$ cat config.mk
export PLATFORM = sky130hd
export DESIGN_NAME = usb_in_ep_buf
export DESIGN_NICKNAME = d
export VERILOG_FILES = /design/src/rtl/usb_in_ep_buf.sv
export SDC_FILE = /design/constraint.sdc
export NUM_CORES = 1
export LEC_CHECK = 0
export ABC_AREA = 1
export CORE_ASPECT_RATIO = 1.4
export CORE_MARGIN = 1.5
export CORE_UTILIZATION = 50
export DETAILED_ROUTE_END_ITERATION = 10
export PLACE_DENSITY = 0.67
export SLEW_MARGIN = 20
export SYNTH_ARGS = -nofsm -noshare
export SYNTH_HDL_FRONTEND = slang
export SYNTH_SLANG_ARGS = --single-unit
$ cat constraint.sdc
create_clock -name clk -period 2.8 [get_ports clk]
set_input_delay 0.42 -clock clk [delete_from_list [all_inputs] [get_ports clk]]
set_output_delay 0.42 -clock clk [all_outputs]
set_load 0.005 [all_outputs]
$ cat src/rtl/usb_in_ep_buf.sv
// IN endpoint packet buffer: collects a packet from the endpoint function and
// answers IN tokens with DATA0/DATA1 payload, NAK or STALL, and tracks the data toggle.
module usb_in_ep_buf #(
    parameter int MAX_PKT_SIZE = 32
) (
    input  logic       clk,
    input  logic       reset,
    input  logic       in_ep_req,
    output logic       in_ep_grant,
    output logic       in_ep_data_free,
    input  logic       in_ep_data_put,
    input  logic [7:0] in_ep_data,
    input  logic       in_ep_data_done,
    input  logic       in_ep_stall,
    output logic       in_ep_acked,
    input  logic       in_token,
    input  logic       setup_token,
    input  logic       rx_ack,
    input  logic       hs_timeout,
    output logic       tx_pkt_start,
    output logic [3:0] tx_pid,
    output logic       tx_data_avail,
    input  logic       tx_data_get,
    output logic [7:0] tx_data
);
    localparam int         AW        = (MAX_PKT_SIZE > 1) ? $clog2(MAX_PKT_SIZE) : 1;
    localparam logic [5:0] MAXP      = 6'(MAX_PKT_SIZE);
    localparam logic [3:0] PID_DATA0 = 4'b0011;
    localparam logic [3:0] PID_DATA1 = 4'b1011;
    localparam logic [3:0] PID_NAK   = 4'b1010;
    localparam logic [3:0] PID_STALL = 4'b1110;

    typedef enum logic [2:0] {FILL, READY, SEND, WAIT_HS, STALLED} state_t;

    state_t     r_state, w_state_nxt;
    logic [7:0] r_buf [0:MAX_PKT_SIZE-1];
    logic [5:0] r_wr_ptr, r_rd_ptr, w_wr_nxt, w_rd_nxt;
    logic       r_toggle, w_toggle_nxt;
    logic [3:0] r_tx_pid, w_pid_nxt;
    logic       r_tx_pkt_start, w_start_nxt;
    logic       r_acked, w_acked_nxt;
    logic       w_wr_en;
    logic [3:0] w_data_pid;

    // Grant is qualified by reset so every output reads 0 while reset is held.
    assign in_ep_grant     = reset && in_ep_req && (r_state == FILL);
    assign in_ep_data_free = in_ep_grant && (r_wr_ptr < MAXP);
    assign tx_data_avail   = (r_state == SEND) && (r_rd_ptr < r_wr_ptr);
    assign tx_data         = tx_data_avail ? r_buf[r_rd_ptr[AW-1:0]] : '0;
    assign tx_pkt_start    = r_tx_pkt_start;
    assign tx_pid          = r_tx_pid;
    assign in_ep_acked     = r_acked;
    assign w_data_pid      = r_toggle ? PID_DATA1 : PID_DATA0;

    always_comb begin
        w_state_nxt  = r_state;
        w_wr_nxt     = r_wr_ptr;
        w_rd_nxt     = r_rd_ptr;
        w_toggle_nxt = r_toggle;
        w_pid_nxt    = r_tx_pid;
        w_start_nxt  = 1'b0;
        w_acked_nxt  = 1'b0;
        w_wr_en      = 1'b0;
        if (setup_token) begin
            w_state_nxt  = FILL;
            w_wr_nxt     = '0;
            w_rd_nxt     = '0;
            w_toggle_nxt = 1'b1;
        end else if (in_ep_stall) begin
            w_state_nxt = STALLED;
        end else begin
            case (r_state)
                FILL: begin
                    if (in_ep_data_put && in_ep_data_free) begin
                        w_wr_en  = 1'b1;
                        w_wr_nxt = r_wr_ptr + 6'd1;
                    end
                    if (in_ep_data_done || (r_wr_ptr == MAXP))
                        w_state_nxt = READY;
                    if (in_token) begin
                        w_start_nxt = 1'b1;
                        w_pid_nxt   = PID_NAK;
                    end
                end
                READY: begin
                    if (in_token) begin
                        w_start_nxt = 1'b1;
                        w_pid_nxt   = w_data_pid;
                        w_rd_nxt    = '0;
                        w_state_nxt = SEND;
                    end
                end
                SEND: begin
                    if (tx_data_avail && tx_data_get)
                        w_rd_nxt = r_rd_ptr + 6'd1;
                    if (w_rd_nxt == r_wr_ptr)
                        w_state_nxt = WAIT_HS;
                end
                WAIT_HS: begin
                    if (rx_ack) begin
                        w_toggle_nxt = ~r_toggle;
                        w_acked_nxt  = 1'b1;
                        w_wr_nxt     = '0;
                        w_state_nxt  = FILL;
                    end else if (in_token) begin
                        // A new IN while awaiting a handshake means the host lost it: resend.
                        w_start_nxt = 1'b1;
                        w_pid_nxt   = w_data_pid;
                        w_rd_nxt    = '0;
                        w_state_nxt = SEND;
                    end else if (hs_timeout) begin
                        w_state_nxt = READY;
                    end
                end
                STALLED: begin
                    if (in_token) begin
                        w_start_nxt = 1'b1;
                        w_pid_nxt   = PID_STALL;
                    end
                end
                default: w_state_nxt = FILL;
            endcase
        end
    end

    always_ff @(posedge clk or negedge reset) begin
        if (!reset) r_state <= FILL;
        else        r_state <= w_state_nxt;
    end

    always_ff @(posedge clk or negedge reset) begin
        if (!reset) begin
            r_wr_ptr       <= '0;
            r_rd_ptr       <= '0;
            r_toggle       <= 1'b0;
            r_tx_pid       <= '0;
            r_tx_pkt_start <= 1'b0;
            r_acked        <= 1'b0;
        end else begin
            r_wr_ptr       <= w_wr_nxt;
            r_rd_ptr       <= w_rd_nxt;
            r_toggle       <= w_toggle_nxt;
            r_tx_pid       <= w_pid_nxt;
            r_tx_pkt_start <= w_start_nxt;
            r_acked        <= w_acked_nxt;
        end
    end

    always_ff @(posedge clk) begin
        if (w_wr_en) r_buf[r_wr_ptr[AW-1:0]] <= in_ep_data;
    end
endmodule

==> summary.txt <==
Status
  • Status: finished, violations left
  • Failing checks: negative setup slack

Placed design
  • Dpl hpwl: 19800 um
  • Port Buffers: 35
  • Pre-CTS WS: -223 ps
  • Final Wtd Congestion: approximately 0.9

Critical path
  • Worst-case reg-to-reg path depth: 8
  • Crit end category: output pin
  • Critical path arrival: 2600 ps
  • Reg2Reg Setup Slack: 150 ps
  • Worst setup startpoint: r_rd_ptr[0]$_DFFE_PN0P_
  • Type of origin of the critical path: flop
  • RR Startpoint: r_state[1]$_DFFE_PN0P_
  • CP Data Required Time: 2380 ps
  • Critical Setup Path Class: flop to output pin
  • Crit path max fanout: 14
  • FF-to-FF End: r_buf[7][4]$_DFFE_PP_
  • Worst setup endpoint: tx_data[5]

Drt
  • Initial drt markers: 886
  • Routed vias: 8683
  • Drt wl/cell: 22.2 um
  • Routed vias/inst: between 5 and 6
  • Residual DRC: 0
  • Post-DRT Antenna Nets: 0
  • Final WL: 32500 um
  • DR pass1 iterations: 5

Timing
  • Minimum clock period: between 3000 and 4000 ps
  • Endpoints failing hold: 0
  • RSZ-0062 raised after global routing: yes
  • Slew at the pin closest to its max-slew limit: 557 ps
  • Final TNS setup: -1360 ps
  • Worst Skew: 9.74 ps
  • Worst rel slew slack: 0.628
  • Tcrit/Tclk final: 1.08
  • Maximum clock rate: 331 MHz
  • WHS: 304 ps
  • Slew Viols, Final: 0
  • Fin worst setup slack: -219 ps
  • # setup viols final: 9

Hold path
  • HP Class: input pin to async pin

Final layout
  • Seq. cell area: about 0.0082 mm^2
  • Post-route core utilization: 0.646
  • Layout cells sized above 1: 0.240
  • Number of nets in the layout: 1168
  • ANT cells: 0
  • Filler instances: 1714
  • Area of the multi-input gates: between 0.003 and 0.004 mm^2
  • Area grow syn2layout: 26.9%

GRT
  • Global-route wire length before repair: 49400 um
  • Vias in the first global route: 8580
  • Gr ovfl total: 0
  • Initial antenna violation count: 0
  • Total track usage: 0.268
  • Largest net degree at the start of global routing: 37

Clocking
  • CTS tree: yes
  • Clock slew at reported path FFs: ~70 ps
  • CTS root buf: clkbuf_16
  • Clk_lat worst skew: 520 ps
  • CTS sink count: 278
  • Cts hold-fix bufs: 0
  • Clk buf depth: 3
  • H-tree Lvls: 1
  • Num CTS Buffers: 25

Die
  • Die area: 0.0246 mm^2
  • DIE HEIGHT: 185 um
  • Core area: 0.0232 mm^2
  • I/O pin count: 36
  • Die W: 133 um
  • Initial core utilization: 0.509
  • Cell Rows: 66

Synth
  • Cell area after synthesis: ~0.012 mm^2
  • Post-synthesis sequential area ratio: 0.697
  • Flops & latches, synth: about 280
  • Mean Syn Cell Area: about 12 um^2
  • Cells after synthesis: between 900 and 1000
  • Synth unique cells: 38
  • Post-synth EDFFs: 256
  • Top_reg_cell synth: edfxtp_1
  • Synth async-reset ratio: 0.0791
  • Syn Nets: 1023
  • Synth warn: 0

Power and ir drop
  • Power Density: 559 mW/mm^2
  • Total power: 8.38 mW
  • Leakage: 5.60 nW
  • Peak supply drop: roughly 0.00049 V

Job
  • Max Cap Viol: 0
[cell families after synthesis]
group | Yosys count | synth area share
simple gates | 369 | 0.131
flops | 278 | 0.697
compound gates | 241 | 0.128
buf+inv | 95 | 0.0320
fa+ha+maj | 10 | 0.0106
xor+xnor | 1 | 0.000742
[worst min path at each step]
stage          slack, ps                      to  cells past startpoint             startpoint
4_1_cts              310  r_state[1]$_DFFE_PN0P_                      2                  reset
3_3_place_gp         460   tx_pid[1]$_DFFE_PN0P_                      1  tx_pid[1]$_DFFE_PN0P_
6_report             300  r_state[1]$_DFFE_PN0P_                      2                  reset
5_1_grt              340  r_state[1]$_DFFE_PN0P_                      2                  reset
2_1_floorplan        120   in_ep_acked$_DFF_PN0_                      0                  reset
3_5_place_dp         460   tx_pid[1]$_DFFE_PN0P_                      1  tx_pid[1]$_DFFE_PN0P_
[synth_stat cells (all sizes together), types with 2 or more instances]
library cell,n,area share
edfxtp,256,0.65
nand2,255,0.083
a21oi,132,0.056
nor2,55,0.019
clkbuf,35,0.011
inv,35,0.011
nand3,33,0.015
a221oi,22,0.016
buf,22,0.0088
dfrtp,22,0.047
a22oi,16,0.010
a32oi,16,0.012
nand4,13,0.0069
o21ai,13,0.0055
a211o,10,0.0074
ha,10,0.011
nor3,10,0.0042
o311ai,10,0.0074
a211oi,7,0.0044
o21a,6,0.0038
o22ai,6,0.0032
clkinv,3,0.00095
nor4,2,0.0016
[flip-flops by register name, summed over array words and instances (netlist names)]
signal and cells:
in_ep_acked 1, r_buf 256, r_rd_ptr 6, r_state 3, r_toggle 1, r_wr_ptr 6, tx_pid 4, tx_pkt_start 1
[worst max-delay path: stages, from the launching register on]
cell and delay [ps]:
dfrtp_4 570, buf_6 160, buf_16 150, buf_4 160
a21oi_1 70, a21oi_1 190, a221oi_2 110, o21a_1 240
nor3_2 280, buf_6 140
[final cells by class]
cell class / count / area share
Tap cell: 306 / 0.0256
Timing Repair inverter: 1 / 0.000585
Clock buffer: 31 / 0.0453
Clock inverter: 13 / 0.0110
Multi-Input combinational cell: 621 / 0.239
Inverter: 38 / 0.0104
Timing Repair Buffer: 174 / 0.118
Sequential cell: 278 / 0.550
[placed cells by master (no fill, tap or decap), types with 4 or more instances in the layout]
cell	synthesis	layout
edfxtp_1	256	256
nand2_1	249	243
a21oi_1	132	111
buf_4	0	103
nor2_1	53	53
inv_1	31	31
nand3_1	31	29
clkdlybuf4s50_1	0	27
clkbuf_16	0	25
dfrtp_1	22	20
a21oi_2	0	19
a221oi_2	0	16
buf_12	0	15
nand4_1	13	13
o21ai_0	12	12
buf_6	0	12
a32oi_1	16	11
nand2_2	5	10
a211o_1	10	10
ha_1	10	10
a22oi_2	0	9
a22oi_1	16	7
nor3_2	0	7
buf_16	0	7
clkinv_1	3	6
a221oi_1	22	6
o21a_1	6	6
o311ai_1	0	6
o22ai_1	6	6
buf_2	17	6
a211oi_1	7	5
a32oi_2	0	5
o311ai_2	0	4
clkinv_2	0	4
bufinv_16	0	4
buf_8	0	4
[repair_timing]
action / in CTS / in global routing
setup endpoints to repair: 9 / 16
cloned: 8 / 0
pin swaps: 48 / 11
gates resized for setup: 137 / 15
buffers inserted: 8 / 2
[per-layer routing]
layer  up-vias  global-route usage  part of all wire
met4         0               0.146             0.057
li1       3938                   -                 -
met5         -                   0                 0
met2       435               0.462              0.49
met3       102              0.0271             0.073
met1      4208               0.334              0.38
[per-stage QoR]
stage	instance area (um^2)	cells
2_1_floorplan	11800	994
3_3_place_gp	13400	1406
3_5_place_dp	13400	1406
4_1_cts	14900	1460
5_1_grt	15000	1462
6_report	15000	1462
[where the power goes]
part	leakage [nW]	switching (mW)	internal (mW)	total, mW
Combinational	2.60	0.181	0.0869	0.267
Sequential	2.59	0.0137	4.55	4.56
Clock	0.415	1.47	2.08	3.55
(Power assumes the default switching activity.)
